**src/rtl/cpu_core_p_if.sv**
```systemverilog
// Bus between cpu_core_p and its instruction memory / observer.
// The core drives PC and status flags; the memory side returns INSTRUCTION and BUSYWAIT.
interface cpu_core_p_if #(
    parameter int DATA_W = 8,
    parameter int PC_W   = 32
);
    logic [31:0]       INSTRUCTION;
    logic              BUSYWAIT;
    logic [PC_W-1:0]   PC;
    logic [DATA_W-1:0] ALU_RESULT;
    logic              ZERO;
    logic              ILLEGAL;

    modport master (
        input  INSTRUCTION, BUSYWAIT,
        output PC, ALU_RESULT, ZERO, ILLEGAL
    );

    modport slave (
        output INSTRUCTION, BUSYWAIT,
        input  PC, ALU_RESULT, ZERO, ILLEGAL
    );
endinterface

```
**src/rtl/cpu_core_p.sv**
```systemverilog
// Parametrised single-cycle CPU core: PC, register file, ALU and decode.
// One instruction retires per unstalled clock; ALU and flags are purely combinational.
module cpu_core_p #(
    parameter int DATA_W     = 8,
    parameter int REG_ADDR_W = 3,
    parameter int PC_W       = 32
) (
    input logic          CLK,
    input logic          RESET,
    cpu_core_p_if.master bus
);
    localparam int NREGS = 2 ** REG_ADDR_W;

    typedef enum logic [7:0] {
        OP_LOADI = 8'h00,
        OP_MOV   = 8'h01,
        OP_ADD   = 8'h02,
        OP_SUB   = 8'h03,
        OP_AND   = 8'h04,
        OP_OR    = 8'h05,
        OP_J     = 8'h06,
        OP_BEQ   = 8'h07
    } opcode_e;

    logic [7:0]              opcode;
    logic [REG_ADDR_W-1:0]   dest, src1, src2;
    logic [DATA_W-1:0]       imm, rd1, rd2, result;
    logic signed [PC_W-1:0]  offset_sh;
    logic [PC_W-1:0]         pc_q, pc_plus4, pc_next;
    logic                    reg_we, taken, zero;
    logic                    unused_instr_bits;
    logic [DATA_W-1:0]       regs [NREGS];

    // Subtraction is two's-complement add so sub and beq share one path.
    function automatic logic [DATA_W-1:0] alu_f(
        input logic [7:0]        op,
        input logic [DATA_W-1:0] a,
        input logic [DATA_W-1:0] b,
        input logic [DATA_W-1:0] k
    );
        logic [DATA_W-1:0] neg_b;
        neg_b = ~b + 1'b1;
        case (op)
            OP_LOADI:              alu_f = k;
            OP_MOV:                alu_f = b;
            OP_ADD:                alu_f = a + b;
            OP_SUB, OP_J, OP_BEQ:  alu_f = a + neg_b;
            OP_AND:                alu_f = a & b;
            OP_OR:                 alu_f = a | b;
            default:               alu_f = '0;
        endcase
    endfunction

    assign opcode = bus.INSTRUCTION[31:24];
    assign dest   = bus.INSTRUCTION[16 +: REG_ADDR_W];
    assign src1   = bus.INSTRUCTION[8 +: REG_ADDR_W];
    assign src2   = bus.INSTRUCTION[0 +: REG_ADDR_W];
    assign imm    = DATA_W'(bus.INSTRUCTION[7:0]);
    assign unused_instr_bits = ^bus.INSTRUCTION;

    // Branch offset counts instructions, so scale by 4 after sign extension.
    assign offset_sh = {{(PC_W-10){bus.INSTRUCTION[23]}}, bus.INSTRUCTION[23:16], 2'b00};

    assign rd1    = regs[src1];
    assign rd2    = regs[src2];
    assign result = alu_f(opcode, rd1, rd2, imm);
    assign zero   = (result == '0);

    assign taken    = (opcode == OP_J) || ((opcode == OP_BEQ) && zero);
    assign pc_plus4 = pc_q + PC_W'(4);
    assign pc_next  = taken ? (pc_plus4 + offset_sh) : pc_plus4;
    assign reg_we   = (opcode <= OP_OR) && !bus.BUSYWAIT && !RESET;

    always_ff @(posedge CLK or posedge RESET) begin
        if (RESET) begin
            pc_q <= '0;
        end else if (!bus.BUSYWAIT) begin
            pc_q <= pc_next;
        end
    end

    // Reads above see the pre-edge contents, giving write-then-read-next-cycle semantics.
    always_ff @(posedge CLK or posedge RESET) begin
        if (RESET) begin
            for (int i = 0; i < NREGS; i++) begin
                regs[i] <= '0;
            end
        end else if (reg_we) begin
            regs[dest] <= result;
        end
    end

    assign bus.PC         = pc_q;
    assign bus.ALU_RESULT = result;
    assign bus.ZERO       = zero;
    assign bus.ILLEGAL    = (opcode > OP_BEQ) && !bus.BUSYWAIT;
endmodule

```
**src/flat_wrapper.sv**
```systemverilog
// flat-port wrapper written by rule: the top's interface ports become plain ports
module cpu_core_p_flat 
#(
    parameter int DATA_W     = 8,
    parameter int REG_ADDR_W = 3,
    parameter int PC_W       = 32
)
  (CLK, RESET, bus_INSTRUCTION, bus_BUSYWAIT, bus_PC, bus_ALU_RESULT, bus_ZERO, bus_ILLEGAL);
  cpu_core_p_if #(.DATA_W(DATA_W), .PC_W(PC_W)) bus_i ();
  input logic CLK;
  input logic RESET;
  input wire logic [$bits(bus_i.INSTRUCTION)-1:0] bus_INSTRUCTION;
  input wire logic [$bits(bus_i.BUSYWAIT)-1:0] bus_BUSYWAIT;
  output wire logic [$bits(bus_i.PC)-1:0] bus_PC;
  output wire logic [$bits(bus_i.ALU_RESULT)-1:0] bus_ALU_RESULT;
  output wire logic [$bits(bus_i.ZERO)-1:0] bus_ZERO;
  output wire logic [$bits(bus_i.ILLEGAL)-1:0] bus_ILLEGAL;
  assign bus_i.INSTRUCTION = bus_INSTRUCTION;
  assign bus_i.BUSYWAIT = bus_BUSYWAIT;
  assign bus_PC = bus_i.PC;
  assign bus_ALU_RESULT = bus_i.ALU_RESULT;
  assign bus_ZERO = bus_i.ZERO;
  assign bus_ILLEGAL = bus_i.ILLEGAL;
  cpu_core_p #(.DATA_W(DATA_W), .REG_ADDR_W(REG_ADDR_W), .PC_W(PC_W)) u_core (.CLK(CLK), .RESET(RESET), .bus(bus_i));
endmodule
```
**config.mk**
```make
export PLATFORM = sky130hd
export DESIGN_NAME = cpu_core_p_flat
export DESIGN_NICKNAME = d
export VERILOG_FILES = /design/src/rtl/cpu_core_p_if.sv /design/src/rtl/cpu_core_p.sv /design/src/flat_wrapper.sv
export SDC_FILE = /design/constraint.sdc
export NUM_CORES = 1
export LEC_CHECK = 0
export ABC_CLOCK_PERIOD_IN_PS = 9400
export CAP_MARGIN = 20
export CORE_MARGIN = 10
export CORE_UTILIZATION = 30
export CTS_CLUSTER_SIZE = 14
export DETAILED_ROUTE_END_ITERATION = 6
export GPL_TIMING_DRIVEN = 1
export HOLD_SLACK_MARGIN = 0.06
export SETUP_SLACK_MARGIN = 0.4
export SYNTH_ARGS = -nofsm -noshare
export SYNTH_HDL_FRONTEND = slang
export SYNTH_SLANG_ARGS = --single-unit
export TNS_END_PERCENT = 1
```
**constraint.sdc**
```tcl
create_clock -name CLK -period 9.4 [get_ports CLK]
set_input_delay 0.94 -clock CLK [delete_from_list [all_inputs] [get_ports CLK]]
set_output_delay 0.94 -clock CLK [all_outputs]
set_load 0.05 [all_outputs]
```
; Word level (Yosys, flattened, before mapping)
; Index checks and enable logic that the tools add are counted.
[totals]
reg_bits = 96
wordCells = 55
output_inout_bits = 42
in_bits = 35
[classes]
addsub = 5
magnitude_cmp = 6
n_reduce_logical = 11
n_bitwise = 6
eq_ne = 7
mux = 11
[ops]
columns = operator, n
row1 = bitwise mux 64 bit, 1
row2 = binary-select mux 8 bit (select 3 bit), 2
row3 = one-hot mux 8 bit (6 select lines), 1
row4 = two-way mux 8 bit, 5
row5 = adder 32 x 3 -> 32 bit (second input constant), 1
row6 = adder 32 bit, 1
row7 = == test 8 x 3 -> 1 bit (second input constant), 4
row8 = two-way mux 32 bit, 1
row9 = demux 8 bit (select 3 bit), 1
row10 = adder 8 bit, 2
row11 = == test 8 x 2 -> 1 bit (second input constant), 2
row12 = logical NOT 8 bit, 2
row13 = >= comparator 4 bit (second input constant), 3
row14 = NOT 3 -> 4 bit, 3
row15 = adder 8 x 1 -> 8 bit (second input constant), 1
row16 = AND 8 bit, 1
row17 = == test 8 x 1 -> 1 bit (second input constant), 1
row18 = greater-than comparator 8 x 3 -> 1 bit (second input constant), 1
row19 = <= comparator 8 x 3 -> 1 bit (second input constant), 1
row20 = NOT 8 bit, 1
row21 = OR 8 bit, 1
row22 = logical AND 1 bit, 5
row23 = < comparator 4 x 1 -> 1 bit (second input constant), 1
row24 = OR reduction 3 bit, 1
row25 = other kinds (2), 3

; Depth between registers and ports, before layout
[logic_depth]
depth_word = 12
mapped_depth = 21
mapped_depth_nobuf = 17

; Least setup slack after synthesis
; Ideal clock, no wire load.
[synth_path]
path_type = input to register
start = in bus_INSTRUCTION[8]
end = reg u_core.pc_q[29], in the netlist u_core.bus.PC[29]
arrival_time_ps = 6629
cell_stages = 18
path_slack_ps = 2636
cell_sequence = clkbuf_1 -> buf_1 -> mux4_2 -> mux2i_1 -> inv_1 -> ha_1 -> fa_1 -> and3_1 -> or4b_1 -> nand4_1 -> o2bb2ai_1 -> or4b_4 -> nor4_4 -> o2111ai_1 -> buf_2 -> buf_2 -> a221oi_1 -> o31ai_1
[synth_between]
elab_chain_cells = 10
word_cells_on_any_way = 13
[synth_lines]
columns = element, line
row1 = from (decl), flat_wrapper.sv:12  ; input wire logic [$bits(bus_i.INSTRUCTION)-1:0] bus_INSTRUCTION;
row2 = NOT 3 -> 4 bit (implied by the code) (*), cpu_core_p.sv:64  ; assign rd1 = regs[src1];
row3 = binary-select mux 8 bit (select 3 bit) (*), cpu_core_p.sv:64
row4 = two-way mux 8 bit (implied by the code) (*) (2 in series), cpu_core_p.sv:64
row5 = "adder 8 bit, or another cell as far along", cpu_core_p.sv:47  ; OP_SUB, OP_J, OP_BEQ: alu_f = a + neg_b;
row6 = one-hot mux 8 bit (6 select lines) (*), cpu_core_p.sv:43  ; case (op)
row7 = net bus_ALU_RESULT[4], flat_wrapper.sv:15  ; output wire logic [$bits(bus_i.ALU_RESULT)-1:0] bus_ALU_RESULT;
row8 = logical NOT 8 bit (*), cpu_core_p.sv:67  ; assign zero = (result == '0);
row9 = net bus_ZERO, flat_wrapper.sv:16  ; output wire logic [$bits(bus_i.ZERO)-1:0] bus_ZERO;
row10 = logical AND 1 bit (*), cpu_core_p.sv:69  ; assign taken = (opcode == OP_J) || ((opcode == OP_BEQ) && zero);
row11 = logical OR 1 bit (*), cpu_core_p.sv:69
row12 = two-way mux 32 bit (*), cpu_core_p.sv:71  ; assign pc_next = taken ? (pc_plus4 + offset_sh) : pc_plus4;
row13 = to (signal assigned), cpu_core_p.sv:78  ; pc_q <= pc_next;
row14 = to (decl), cpu_core_p.sv:29  ; logic [PC_W-1:0] pc_q, pc_plus4, pc_next;
; Mark *: on every way through the listed nets, which the timed path passes. The rest lies on a longest branch. The select of a mux whose other input is x is not followed.
; A chain may end at the register's enable or synchronous reset.

; Worst setup path after layout
[layout_path]
start = in bus_INSTRUCTION[2]
end = out bus_ZERO
[layout_between]
elab_chain_cells = 9
word_cells_on_any_way = 12
[layout_lines]
columns = element, line
row1 = NOT 3 -> 4 bit (implied by the code), cpu_core_p.sv:65  ; assign rd2 = regs[src2];
row2 = binary-select mux 8 bit (select 3 bit), cpu_core_p.sv:65
row3 = two-way mux 8 bit (implied by the code) (2 in series), cpu_core_p.sv:65
row4 = NOT 8 bit, cpu_core_p.sv:42  ; neg_b = ~b + 1'b1;
row5 = adder 8 x 1 -> 8 bit, cpu_core_p.sv:42
row6 = adder 8 bit, cpu_core_p.sv:47
row7 = one-hot mux 8 bit (6 select lines) (*), cpu_core_p.sv:43
row8 = logical NOT 8 bit (*), cpu_core_p.sv:67
row9 = to (decl), flat_wrapper.sv:16
; Every way passes the cells marked *; elsewhere a longest branch is shown, timed or not. The select of a mux whose other input is x is not followed.

==> flow_summary_export.csv <==
group,metric,value,unit
worst_setup_path,cp_common_cell,"clkdlybuf4s50_1",
timing,rsz0062_at_grt,"no",
worst_setup_path,setup.worst_path.end_class,"output port",
pwr,p_leak,4.09,nW
logic_synthesis,synth_top_family_by_area,"multiplexers",
route,drt_iter0_markers,476,
clock_tree,path_clk_slew,80,ps
worst_setup_path,crit_path_start_kind,"primary input",
logic_synthesis,synth_cells,817,
finish,antenna_cells,0,
timing,finClkSkew,12.0,ps
logic_synthesis,synth.area.mux_share,0.223,
floorplanning,dieArea,33700,um2
logic_synthesis,synth_cell_type_count,72,
timing,setup_tns,0,ps
worst_setup_path,critPathSlowestCell,"clkdlybuf4s50_1",
route,wl_per_cell,17.8,um
finish,nFillCells,2619,
pwr,ir_drop,0.144,mV
clock_tree,cts_setup_buffers,0,
logic_synthesis,netlist_area,8040,um2
place,io_buffers,69,
logic_synthesis,synthSimpleGateAreaFrac,0.124,
finish,multiInputGateArea,5330,um2
route,vias,6529,
floorplanning,io_pins,77,
finish,syn2layout_area_growth,16.2,%
logic_synthesis,synth_compound_area_frac,0.167,
route,first_pass_iters,7,
logic_synthesis,ys_ff_latch,94,
worst_setup_path,max_stage_delay,910,ps
route,drtAntennaViolNets,0,
logic_synthesis,synth-xor-area-share,0.0545,
timing,setup_violations,0,
floorplanning,rows,59,
logic_synthesis,postSynth.asyncResetShare,1.00,
route,drc_errors,2,
worst_hold_path,min_from,"u_core.bus.PC[31]",
logic_synthesis,ys_seq_area_frac,0.293,
timing,maxSlewViolCount,0,
clock_tree,clockRootBuffer,"clkbuf_16",
timing,max_freq,0.131,GHz
clock_tree,tritoncts,"built",
worst_setup_path,crit_buf_inv,3,
global_routing,grt-ovfl-total,0,
global_routing,antenna_found_initial,1,
finish,final_net_count,958,
worst_setup_path,cp_top_family,"buffers and inverters",
place,place_congestion,0.867,
finish,final_common_cell,"dfrtp_1",
floorplanning,dieHeight,184,um
global_routing,grt_max_degree,71,
clock_tree,hold_buffers,0,
clock_tree,insertion_delay,360,ps
timing,period_needed,7650,ps
finish,layout_common_cells,"94 x dfrtp_1, 78 x mux2_2, 68 x clkdlybuf4s50_1, 55 x nor2_1",
logic_synthesis,ys.flop_type,"dfrtp_1",
worst_setup_path,crit_fanout,14,
worst_setup_path,reg2reg_from,"u_core.regs[41]",
worst_setup_path,setup.worst_path.start,"bus_INSTRUCTION[2]",
floorplanning,start_util,0.307,
timing,relSlewSlack,0.286,
timing,worstMarginPinSlew,1070,ps
route,via_per_inst,5.41,
timing,period_share,0.814,
floorplanning,coreArea,26200,um2
logic_synthesis,synth_edf_count,0,
clock_tree,cts.sinks,94,
worst_setup_path,worstSetupPathType,"in2out",
place,dp_hpwl,15600,um
worst_hold_path,hold_class,"reg2reg",
finish,seq_area,2350,um2
global_routing,grt_pass1_vias,6449,
run_status,violations,"DRC",
clock_tree,cts_max_level,3,
finish,fin_cells,1207,
floorplanning,fp.dieW,184,um
pwr,power_density,170,nW/um2
job,maxCapViolCount,0,
run_status,status,"finished, violations left",
worst_setup_path,crit_chain,"clkdlybuf4s50_1 > buf_4 > mux2_2 > mux4_2 > ha_1 > fa_1 > and3_1 > or4b_1 > nand4_1 > o2bb2ai_1 > or4b_4 > nor4_4 > clkdlybuf4s50_1",
place,dp.cells,1191,
clock_tree,cts_buffer_depth,2,
finish,post_route_cells_drive_above_1_share,0.170,
global_routing,grt_pass1_wl,35200,um
route,wl,21500,um
logic_synthesis,ys.warnings.count,0,
global_routing,grt_usage,0.129,
clock_tree,ctsResizeCount,0,
clock_tree,cts_buffers,9,
worst_setup_path,required,8460,ps
logic_synthesis,avgSynthCellArea,9.84,um2
logic_synthesis,synthAdderAreaFrac,0.0899,
worst_setup_path,arrival,6710,ps
timing,final-hold-violation-count,0,
-- logic make-up after synthesis --
group | count (synthesis)
buf+inv | 87
flops | 94
xor+xnor | 50
simple gates | 194
fa+ha+maj | 56
compound gates | 200
other cells | 1
mux | 135
-- cell type report --
cell class / instances / share of cell area
well taps: 335 / 0.0449
inverters: 43 / 0.0175
multi-input cells: 637 / 0.570
clock buffers: 9 / 0.0241
clock inverters: 7 / 0.00803
repair buffers: 82 / 0.0838
flip-flops and latches: 94 / 0.252
-- state kept, by name, indices dropped and copies added (netlist names) --
register and cells:
u_core.bus.PC 30, u_core.regs 64
-- power breakdown --
group	internal (mW)	switching, mW	leakage, nW
logic	0.290	0.427	2.71
registers	0.438	0.0582	1.23
clock network	0.189	0.186	0.145
-- through the flow --
stage / setup slack (ps) / utilization / hold slack (ps) / cell area, um2 / total power [mW]
global placement: 1780 / 0.345 / 481 / 9040 / 1.21
global route: 1530 / 0.357 / 531 / 9350 / 1.70
detailed placement: 1740 / 0.345 / 483 / 9040 / 1.21
finish: 1750 / 0.357 / 501 / 9350 / 1.59
CTS: 1750 / 0.357 / 504 / 9350 / 1.60
floorplan: 2640 / - / 489 / 8040 / 1.03
-- worst paths after layout --
kind / endpoint / cells past startpoint / slack [ps]
max: bus_ZERO / 13 / 1750
min in group asynchronous: u_core.bus.PC[5] / 2 / 980
min: u_core.bus.PC[31] / 1 / 500
max in group asynchronous: u_core.regs[54] / 3 / 7210
min reg2reg: u_core.bus.PC[31] / 1 / 500
max reg2reg: u_core.bus.PC[11] / 15 / 4050
-- synthesized netlist by cell type (13+ instances only) --
cell type  count  area (um2)
xnor2_1       33         289
clkbuf_1      21        78.8
a21oi_1       53         265
nand2_1       41         154
mux4_2        27         608
a21o_1        17         128
inv_1         41         154
xor2_1        17         149
o21ai_0       33         165
mux2i_1       29         290
dfrtp_1       94        2350
nor2_1        55         206
nand3_1       19        95.1
ha_1          53         663
a211oi_1      17         128
mux2_2        78         878
nand4_1       13        81.3
-- per-layer routing --
metal / vias up / wire (um) / global-route usage
li1: 3161 / - / -
met1: 3175 / 10100 / 0.171
met2: 170 / 9940 / 0.209
met3: 23 / 1200 / 0.0213
met4: 0 / 327 / 0.0370
met5: - / 0 / 0
No activity file was read; power rests on OpenSTA's default activity.
